File: src/rtl/uart_pkg.sv
// uart_pkg: shared UART state encoding, parity modes and helpers.
// Imported by uart_rx_os, uart_baud_tick users and uart_tx.
package uart_pkg;

   typedef enum logic [2:0] {
      IDLE,
      START,
      DATA,
      PAR,
      STOP,
      BRK
   } uart_state_t;

   typedef enum logic [1:0] {
      PAR_NONE,
      PAR_EVEN,
      PAR_ODD
   } par_mode_t;

   // Rounded clocks per sample tick
   function automatic int calc_div(
      input int clk_hz,
      input int baud,
      input int os
   );
      int den;
      den = baud * os;
      return (clk_hz + den / 2) / den;
   endfunction

   function automatic logic par_error(
      input par_mode_t mode,
      input logic      data_xor,
      input logic      par_bit
   );
      logic r;
      r = 1'b0;
      unique case (mode)
         PAR_EVEN: r = data_xor ^ par_bit;
         PAR_ODD:  r = ~(data_xor ^ par_bit);
         default:  r = 1'b0;
      endcase
      return r;
   endfunction

endpackage

File: src/rtl/uart_baud_tick.sv
// uart_baud_tick: divide-by-DIV sample tick generator.
// Held at zero while clr is high; tick fires on counter wrap.
module uart_baud_tick #(
   parameter int DIV = 27
) (
   input  logic clk,
   input  logic arst,
   input  logic clr,
   output logic tick
);

   localparam int CW = (DIV > 1) ? $clog2(DIV) : 1;

   logic [CW-1:0] r_cnt;
   logic          w_wrap;

   assign w_wrap = (r_cnt == CW'(DIV - 1));
   assign tick   = w_wrap & ~clr;

   always_ff @(posedge clk or posedge arst) begin
      if (arst) begin
         r_cnt <= '0;
      end else if (clr || w_wrap) begin
         r_cnt <= '0;
      end else begin
         r_cnt <= r_cnt + CW'(1);
      end
   end

endmodule

File: src/rtl/uart_rx_os.sv
// uart_rx_os: oversampling UART receiver with majority vote,
// false-start rejection, break detect and a one-word output register.
module uart_rx_os #(
   parameter int    CLK_FREQ   = 50_000_000,
   parameter int    BAUD_RATE  = 115200,
   parameter string PARITY     = "NONE",
   parameter int    DATA_WIDTH = 8,
   parameter int    OVERSAMPLE = 16
) (
   input  logic                  clk,
   input  logic                  arst,
   input  logic                  RXD,
   output logic [DATA_WIDTH-1:0] rx_data,
   output logic                  rx_valid,
   input  logic                  rx_ready,
   output logic                  parity_err,
   output logic                  frame_err,
   output logic                  break_det,
   output logic                  overrun
);

   import uart_pkg::*;

   localparam int DIV = calc_div(CLK_FREQ, BAUD_RATE, OVERSAMPLE);
   localparam int M   = OVERSAMPLE / 2;
   localparam int SW  = $clog2(OVERSAMPLE);
   localparam int BW  = $clog2(DATA_WIDTH);
   localparam par_mode_t PMODE =
      (PARITY == "EVEN") ? PAR_EVEN :
      (PARITY == "ODD")  ? PAR_ODD  : PAR_NONE;

   if (DIV < 1) begin : g_div_chk
      $error("uart_rx_os: DIV must be >= 1");
   end
   if (OVERSAMPLE < 8 || OVERSAMPLE % 2 != 0) begin : g_os_chk
      $error("uart_rx_os: OVERSAMPLE must be even and >= 8");
   end
   if (DATA_WIDTH < 5 || DATA_WIDTH > 9) begin : g_dw_chk
      $error("uart_rx_os: DATA_WIDTH must be 5..9");
   end
   if (PARITY != "NONE" && PARITY != "EVEN" && PARITY != "ODD") begin : g_par_chk
      $error("uart_rx_os: PARITY must be NONE, EVEN or ODD");
   end

   uart_state_t r_state, w_next;

   logic [1:0]            r_sync;
   logic                  r_rxs_d;
   logic                  w_rxs;
   logic                  w_clr;
   logic                  w_tick;
   logic [SW-1:0]         r_s;
   logic [BW-1:0]         r_bits;
   logic                  r_v0, r_v1;
   logic [DATA_WIDTH-1:0] r_shift;
   logic                  r_par;
   logic                  w_bit;
   logic                  w_vote;
   logic                  w_bit_end;
   logic                  w_last;
   logic                  w_done;
   logic                  w_brk;
   logic                  w_pe;

   logic [DATA_WIDTH-1:0] r_data;
   logic                  r_valid;
   logic                  r_pe;
   logic                  r_fe;
   logic                  r_brk_det;
   logic                  r_ovr;

   assign w_rxs = r_sync[1];
   assign w_clr = (r_state == IDLE);

   uart_baud_tick #(
      .DIV(DIV)
   ) u_tick (
      .clk (clk),
      .arst(arst),
      .clr (w_clr),
      .tick(w_tick)
   );

   // Vote is resolved on the third sample tick (s = M+1)
   assign w_bit     = (r_v0 & r_v1) | (r_v0 & w_rxs) | (r_v1 & w_rxs);
   assign w_vote    = w_tick && (r_s == SW'(M + 1));
   assign w_bit_end = w_tick && (r_s == SW'(OVERSAMPLE - 1));
   assign w_last    = (r_bits == BW'(DATA_WIDTH - 1));
   assign w_done    = (r_state == STOP) && w_vote;
   assign w_brk     = w_done && !w_bit && (r_shift == '0) &&
                      ((PMODE == PAR_NONE) || !r_par);
   assign w_pe      = par_error(PMODE, ^r_shift, r_par);

   always_ff @(posedge clk or posedge arst) begin
      if (arst) begin
         r_sync  <= 2'b11;
         r_rxs_d <= 1'b1;
      end else begin
         r_sync  <= {r_sync[0], RXD};
         r_rxs_d <= r_sync[1];
      end
   end

   always_ff @(posedge clk or posedge arst) begin
      if (arst) begin
         r_state <= IDLE;
      end else begin
         r_state <= w_next;
      end
   end

   always_comb begin
      w_next = r_state;
      unique case (r_state)
         IDLE: begin
            if (r_rxs_d && !w_rxs) w_next = START;
         end
         START: begin
            if (w_vote && w_bit) w_next = IDLE;
            else if (w_bit_end)  w_next = DATA;
         end
         DATA: begin
            if (w_bit_end && w_last)
               w_next = (PMODE == PAR_NONE) ? STOP : PAR;
         end
         PAR: begin
            if (w_bit_end) w_next = STOP;
         end
         STOP: begin
            if (w_vote) w_next = w_brk ? BRK : IDLE;
         end
         BRK: begin
            if (w_rxs) w_next = IDLE;
         end
         default: w_next = IDLE;
      endcase
   end

   always_ff @(posedge clk or posedge arst) begin
      if (arst) begin
         r_s     <= '0;
         r_bits  <= '0;
         r_v0    <= 1'b0;
         r_v1    <= 1'b0;
         r_shift <= '0;
         r_par   <= 1'b0;
      end else begin
         if (r_state == IDLE) begin
            r_s    <= '0;
            r_bits <= '0;
         end else if (w_tick) begin
            r_s <= (r_s == SW'(OVERSAMPLE - 1)) ? '0 : r_s + SW'(1);
            if (r_s == SW'(M - 1)) r_v0 <= w_rxs;
            if (r_s == SW'(M))     r_v1 <= w_rxs;
         end
         if (r_state == DATA && w_vote)
            r_shift <= {w_bit, r_shift[DATA_WIDTH-1:1]};
         if (r_state == DATA && w_bit_end)
            r_bits <= r_bits + BW'(1);
         if (r_state == PAR && w_vote)
            r_par <= w_bit;
      end
   end

   // A new word may load in the same cycle the held one is taken
   always_ff @(posedge clk or posedge arst) begin
      if (arst) begin
         r_data    <= '0;
         r_valid   <= 1'b0;
         r_pe      <= 1'b0;
         r_fe      <= 1'b0;
         r_brk_det <= 1'b0;
         r_ovr     <= 1'b0;
      end else begin
         r_brk_det <= w_brk;
         r_ovr     <= 1'b0;
         if (w_done) begin
            if (!r_valid || rx_ready) begin
               r_data  <= r_shift;
               r_pe    <= w_pe;
               r_fe    <= ~w_bit;
               r_valid <= 1'b1;
            end else begin
               r_ovr <= 1'b1;
            end
         end else if (r_valid && rx_ready) begin
            r_valid <= 1'b0;
         end
      end
   end

   assign rx_data    = r_data;
   assign rx_valid   = r_valid;
   assign parity_err = r_pe;
   assign frame_err  = r_fe;
   assign break_det  = r_brk_det;
   assign overrun    = r_ovr;

endmodule

File: config.mk
export PLATFORM = sky130hd
export DESIGN_NAME = uart_rx_os
export DESIGN_NICKNAME = d
export VERILOG_FILES = /design/src/rtl/uart_pkg.sv /design/src/rtl/uart_baud_tick.sv /design/src/rtl/uart_rx_os.sv
export SDC_FILE = /design/constraint.sdc
export NUM_CORES = 1
export LEC_CHECK = 0
export ABC_AREA = 1
export CORE_MARGIN = 2
export CORE_UTILIZATION = 25
export CTS_BUF_LIST = sky130_fd_sc_hd__clkbuf_8
export DETAILED_ROUTE_END_ITERATION = 8
export DONT_BUFFER_PORTS = 1
export GPL_TIMING_DRIVEN = 0
export MAX_ROUTING_LAYER = met4
export PLACE_DENSITY = 0.41
export SLEW_MARGIN = 10
export SYNTH_ARGS = -nofsm -noshare
export SYNTH_HDL_FRONTEND = slang
export SYNTH_SLANG_ARGS = --single-unit
File: constraint.sdc
create_clock -name clk -period 4.24 [get_ports clk]
set_input_delay 0.848 -clock clk [delete_from_list [all_inputs] [get_ports clk]]
set_output_delay 0.848 -clock clk [all_outputs]
set_load 0.02 [all_outputs]
# After elaboration in Yosys (flattened, before gate mapping)
# Cells that the tools add are included.
[op_classes]
n_addsub = 3
eq_ne = 18
mux = 20
bitwise = 8
n_reduce_logical = 26
[op_table]
columns = ["operator", "count"]
rows = [
  ["$mux 3", 10],
  ["$pmux 3 s6", 1],
  ["$eq 4x4->1 const B", 3],
  ["$mux 4", 3],
  ["$logic_and 1x1->1", 11],
  ["$ne 2x2->1 const B", 5],
  ["$eq 3x3->1 const B", 3],
  ["$logic_not 8->1", 1],
  ["$eq 3x2->1 const B", 2],
  ["$reduce_and 3->1", 2],
  ["$reduce_and 6->1", 1],
  ["$reduce_bool 2->1", 3],
  ["$add 5x1->5 const B", 1],
  ["$eq 5x5->1 const B", 1],
  ["$mux 1", 5],
  ["$mux 5", 1],
  ["$add 4x1->4 const B", 1],
  ["$and 1x1->1", 4],
  ["$eq 4x3->1 const B", 1],
  ["$reduce_and 2->1", 2],
  ["$add 3x1->3 const B", 1],
  ["$eq 3x1->1 const B", 1],
  ["$logic_not 1->1", 3],
  ["$logic_not 3->1", 1],
  ["other kinds (5)", 8],
]
[word_totals]
register_bits = 40
input_bits = 4
output_inout_bits = 13
word_cells = 89

# Depth between registers and ports, before layout
[logic_depth]
ltp_word = 10
ltp_mapped = 11
depth_no_buf = 11

# By module
# A second synthesis with hierarchy kept.
[unflattened]
cells_unflattened = 231
hier_area_um2 = 1984.4
[by_module_without_submodules]
columns = ["module", "n_inst", "cells_per_inst", "area_each_um2", "seq_area_each_um2"]
rows = [
  ["uart_rx_os", 1, 199, 1720.4, 879.6],
  ["uart_baud_tick", 1, 32, 264.0, 125.1],
]

# Worst setup path after synthesis
# No wires, ideal clock.
[synth_path]
path_kind = "register to register"
start = "register u_tick.r_cnt[0]"
end = "register r_state[1]"
setup_ps = 117
arrival_ps = 1357
t_required_ps = 4123
path_slack_ps = 2766
stages_incl_launch_ff = 12
path_buffers = 0
synth_period_minus_slack_ps = 1474
cell_sequence = "dfrtp_1 inv_1 ha_1 nand2_1 nor2_4 nand3_4 nand2_1 nand3_1 nor2_2 nand2_1 nand2_1 nand2_1"
[synth_between]
elab_chain_cells = 6
word_cells_on_any_way = 13
classes_between = "5 x eq/ne; 2 x mux; 1 x bitwise; 5 x reduce/logical"
[synth_lines]
columns = ["element", "line", "text"]
rows = [
  ["from (decl)", "uart_baud_tick.sv:14", "logic [CW-1:0] r_cnt;"],
  ["from (signal assigned)", "uart_baud_tick.sv:26", "r_cnt <= r_cnt + CW'(1);"],
  ["$eq 5x5->1 *", "uart_baud_tick.sv:17", "assign w_wrap = (r_cnt == CW'(DIV - 1));"],
  ["$and 1x1->1 *", "uart_baud_tick.sv:18", "assign tick = w_wrap & ~clr;"],
  ["$logic_and 1x1->1 (on tied branches)", "uart_rx_os.sv:86, uart_rx_os.sv:87", ""],
  ["$logic_and 1x1->1 (on tied branches)", "uart_rx_os.sv:119, uart_rx_os.sv:123", ""],
  ["$ne 3x3->1 (no line), or another cell as far along", "--", ""],
  ["$reduce_and 6->1 (no line) / $pmux 3 s6 (equally long branches)", "--", ""],
  ["to (signal assigned)", "uart_rx_os.sv:108", "r_state <= w_next;"],
  ["to (decl)", "uart_rx_os.sv:45", "uart_state_t r_state, w_next;"],
]
# Every way passes the cells marked *; elsewhere a longest branch is shown, timed or not.
# A chain may end at the register's enable or synchronous reset.

# Final worst setup path
# Same ends and word-level chain as after synthesis.

==> results.json <==
{
  "finalCriticalPeriod_ns": 1.66,
  "synth-seq-area-share_pct": 52.6,
  "ioPinCount": 17,
  "syn2layout_area_growth_pct": 13.6,
  "start_kind": "register",
  "async_flop_share_pct": 100,
  "fillerInstances": 762,
  "synthAdderAreaFrac_pct": 4.58,
  "rsz0062_at_grt": "no",
  "initial_utilization_pct": 26.1,
  "globalplace.congestion": 0.706,
  "period_share_pct": 39.1,
  "antenna_found_initial": 0,
  "ctsLongestPathBuffers": 2,
  "path_max_fanout": 6,
  "ys_ff_latch": 40,
  "cts-root-buf": "clkbuf_8",
  "diodes": 0,
  "cts.sinks": 40,
  "synth_mux_area_share_pct": 0,
  "grt_pass1_wl_microns": 6110,
  "placed_area_sq_um": 2050,
  "fin_worst_skew_ns": 0.00711,
  "setup_tns_ns": 0,
  "hp-class": "reg -> reg",
  "final_nets": 228,
  "syn_inst": 209,
  "grt_pass1_vias": 1250,
  "drt_iter0_markers": 37,
  "seq_area_sq_um": 1000,
  "htreeDepth": 2,
  "fp.dieW_microns": 91.4,
  "postRouteAntennaNets": 0,
  "grt.overflow.total": 0,
  "total_power_mw": 0.943,
  "powerDensity_nw_per_um2": 435,
  "dieArea_sq_um": 8360,
  "drive_gt1_share_pct": 16.5,
  "routed_via_density": 4.04,
  "multiInputGateArea_sq_um": 752,
  "yosysWarnings": 0,
  "leakage_nw": 1.02,
  "synth-edff-count": 0,
  "cp.arrival_ns": 1.85,
  "die_h_microns": 91.4,
  "hold_buffers": 0,
  "cts_resized": 0,
  "finalSetupViolations": 0,
  "synth_nets": 220,
  "cp-end-kind": "register",
  "postCtsSetupBuffers": 0,
  "synth_ff_type": "dfrtp_1",
  "grt_start_max_net_pins": 29,
  "synth_compound_area_share_pct": 9.50,
  "cts-buffers-inserted": 5,
  "design_area_sq_um": 2170,
  "final_max_slew_viol_count": 0,
  "critPathRequiredTime_ns": 4.43,
  "grt_usage_pct": 9.47,
  "cts_tree": "built",
  "drcViolationCount": 0,
  "peakVddDrop_v": 0.000148,
  "clkTransAtPathRegs_ns": 0.08,
  "clock_latency_ns": 0.30,
  "netlist_area_sq_um": 1910,
  "fmax_mhz": 604,
  "wl_microns": 3430,
  "reg2regPathDepth": 11,
  "synth_xor_xnor_area_share_pct": 1.83,
  "rows": 31,
  "max_cap_violations": 0,
  "core-area_sq_um": 7330,
  "wl_per_cell_microns": 10.8,
  "avgSynthCellArea_sq_um": 9.14,
  "min_delay_path_depth": 0,
  "numPortBuffers": 0,
  "synth_top_family_by_area": "simple AND/OR/NAND/NOR gates",
  "hold_violations": 0,
  "drt_first_pass_iters": 4,
  "critPathKind": "reg -> reg",
  "ys_types": 25,
  "status": "finished clean",
  "vias": 1280,
  "synth-simple-area-share_pct": 23.2,
  "dp_hpwl_microns": 2560
}
==> layout make-up <==
class	count	share of cell area, %
buffer	3	1.38
clock buffer	5	3.17
clock inverter	3	2.13
inverter	33	5.71
multi-input combinational	133	34.7
sequential	40	46.3
tap	99	5.71
timing repair buffer	1	0.923
==> per-stage QoR <==
step                      utilization (%)  setup WS, ns  hold slack, ns  cells
after CTS                            29.6          2.54           0.361    317
final                                29.6          2.58           0.360    317
after global placement               27.8          1.90           0.346    308
after detailed placement             28.0          2.55           0.349    309
after global routing                 29.6          2.39           0.363    317
after floorplan                         -          2.48           0.345    209
==> synth_stat cells (2+ instances only) <==
cell	n	area (sq um)
o21ai_2	9	78.8
o21ai_1	4	20.0
inv_2	2	7.51
nor2_1	12	45.0
ha_1	7	87.6
nand3_1	17	85.1
dfstp_2	3	78.8
dfrtp_1	37	926
nor2_4	2	22.5
buf_6	2	22.5
xor2_1	3	26.3
nor3_1	2	10.0
o21ai_0	12	60.1
nand2_1	48	180
nand2_4	3	33.8
inv_1	31	116
nand4_1	5	31.3
nor2_2	3	18.8
==> registers in the layout, summed over array words and instances (netlist names), 2 cells and up <==
name / flops
rx_data: 8
r_shift: 8
r_bits: 3
r_s: 4
r_state: 3
r_sync: 2
u_tick.r_cnt: 5
==> critical path, cell delays in order (launching register included) <==
cell	delay, ns
dfrtp_1	0.41
inv_1	0.07
ha_1	0.14
nand2_1	0.08
nor2_4	0.20
nand2_1	0.09
inv_1	0.16
nand2_1	0.08
nand2_1	0.13
nand2_1	0.08
nand2_1	0.06
nand2_1	0.04
==> per-layer routing <==
| layer | wire [microns] | track usage, % | share of wire (%) |
|---|---|---|---|
| met3 | 129 | 2.99 | 3.8 |
| met5 | 0 | - | 0 |
| met1 | 1700 | 11.8 | 49 |
| met2 | 1580 | 14.2 | 46 |
| met4 | 31 | 3.79 | 0.90 |
==> cells by family (layout without fill, tap and decap cells) <==
| family | Yosys count | after routing |
|---|---|---|
| AND/OR/NAND/NOR | 93 | 93 |
| flip-flops | 40 | 40 |
| buffers and inverters | 36 | 45 |
| AO/OA/AOI/OAI | 28 | 28 |
| adder cells (fa/ha/maj) | 7 | 7 |
| XOR/XNOR | 4 | 4 |
| other | 1 | 1 |
==> worst paths after layout <==
path	startpoint	endpoint	slack [ns]
setup / recovery	u_tick.r_cnt[0]$_DFF_PP0_	r_state[1]$_DFFE_PP0P_	2.58
hold / removal	r_sync[0]$_DFF_PP1_	r_sync[1]$_DFF_PP1_	0.36
setup reg to reg	u_tick.r_cnt[0]$_DFF_PP0_	r_state[1]$_DFFE_PP0P_	2.58
hold reg to reg	r_sync[0]$_DFF_PP1_	r_sync[1]$_DFF_PP1_	0.36
max in group asynchronous	arst	r_bits[2]$_DFFE_PP0P_	3.42
min in group asynchronous	arst	u_tick.r_cnt[0]$_DFF_PP0_	0.38
==> power breakdown <==
part / internal (mW) / switching (mW) / total (mW)
clock: 0.177 / 0.143 / 0.320
sequential: 0.409 / 0.0292 / 0.438
combinational: 0.0576 / 0.128 / 0.185
total: 0.643 / 0.299 / 0.943
==> cells in the final DEF (no fill, tap or decap) <==
cell and n:
o21ai_2 9, conb_1 1, dfrtp_1 37, buf_4 1
o21ai_0 12, o22ai_1 1, inv_1 30, bufinv_16 1
nand2_1 48, nand3_4 1, a21boi_0 1, nand2_4 3
o32ai_1 1, nor2_4 2, dfstp_2 3, nand4_1 5
buf_6 2, o21ai_1 4, xnor2_1 1, ha_1 7
nand3_1 17, inv_6 1, nor2_1 12, clkinvlp_4 1
clkbuf_8 5, xor2_1 3, nor2_2 3, inv_2 3
buf_12 1, nor3_1 2
(Power assumes the default switching activity.)
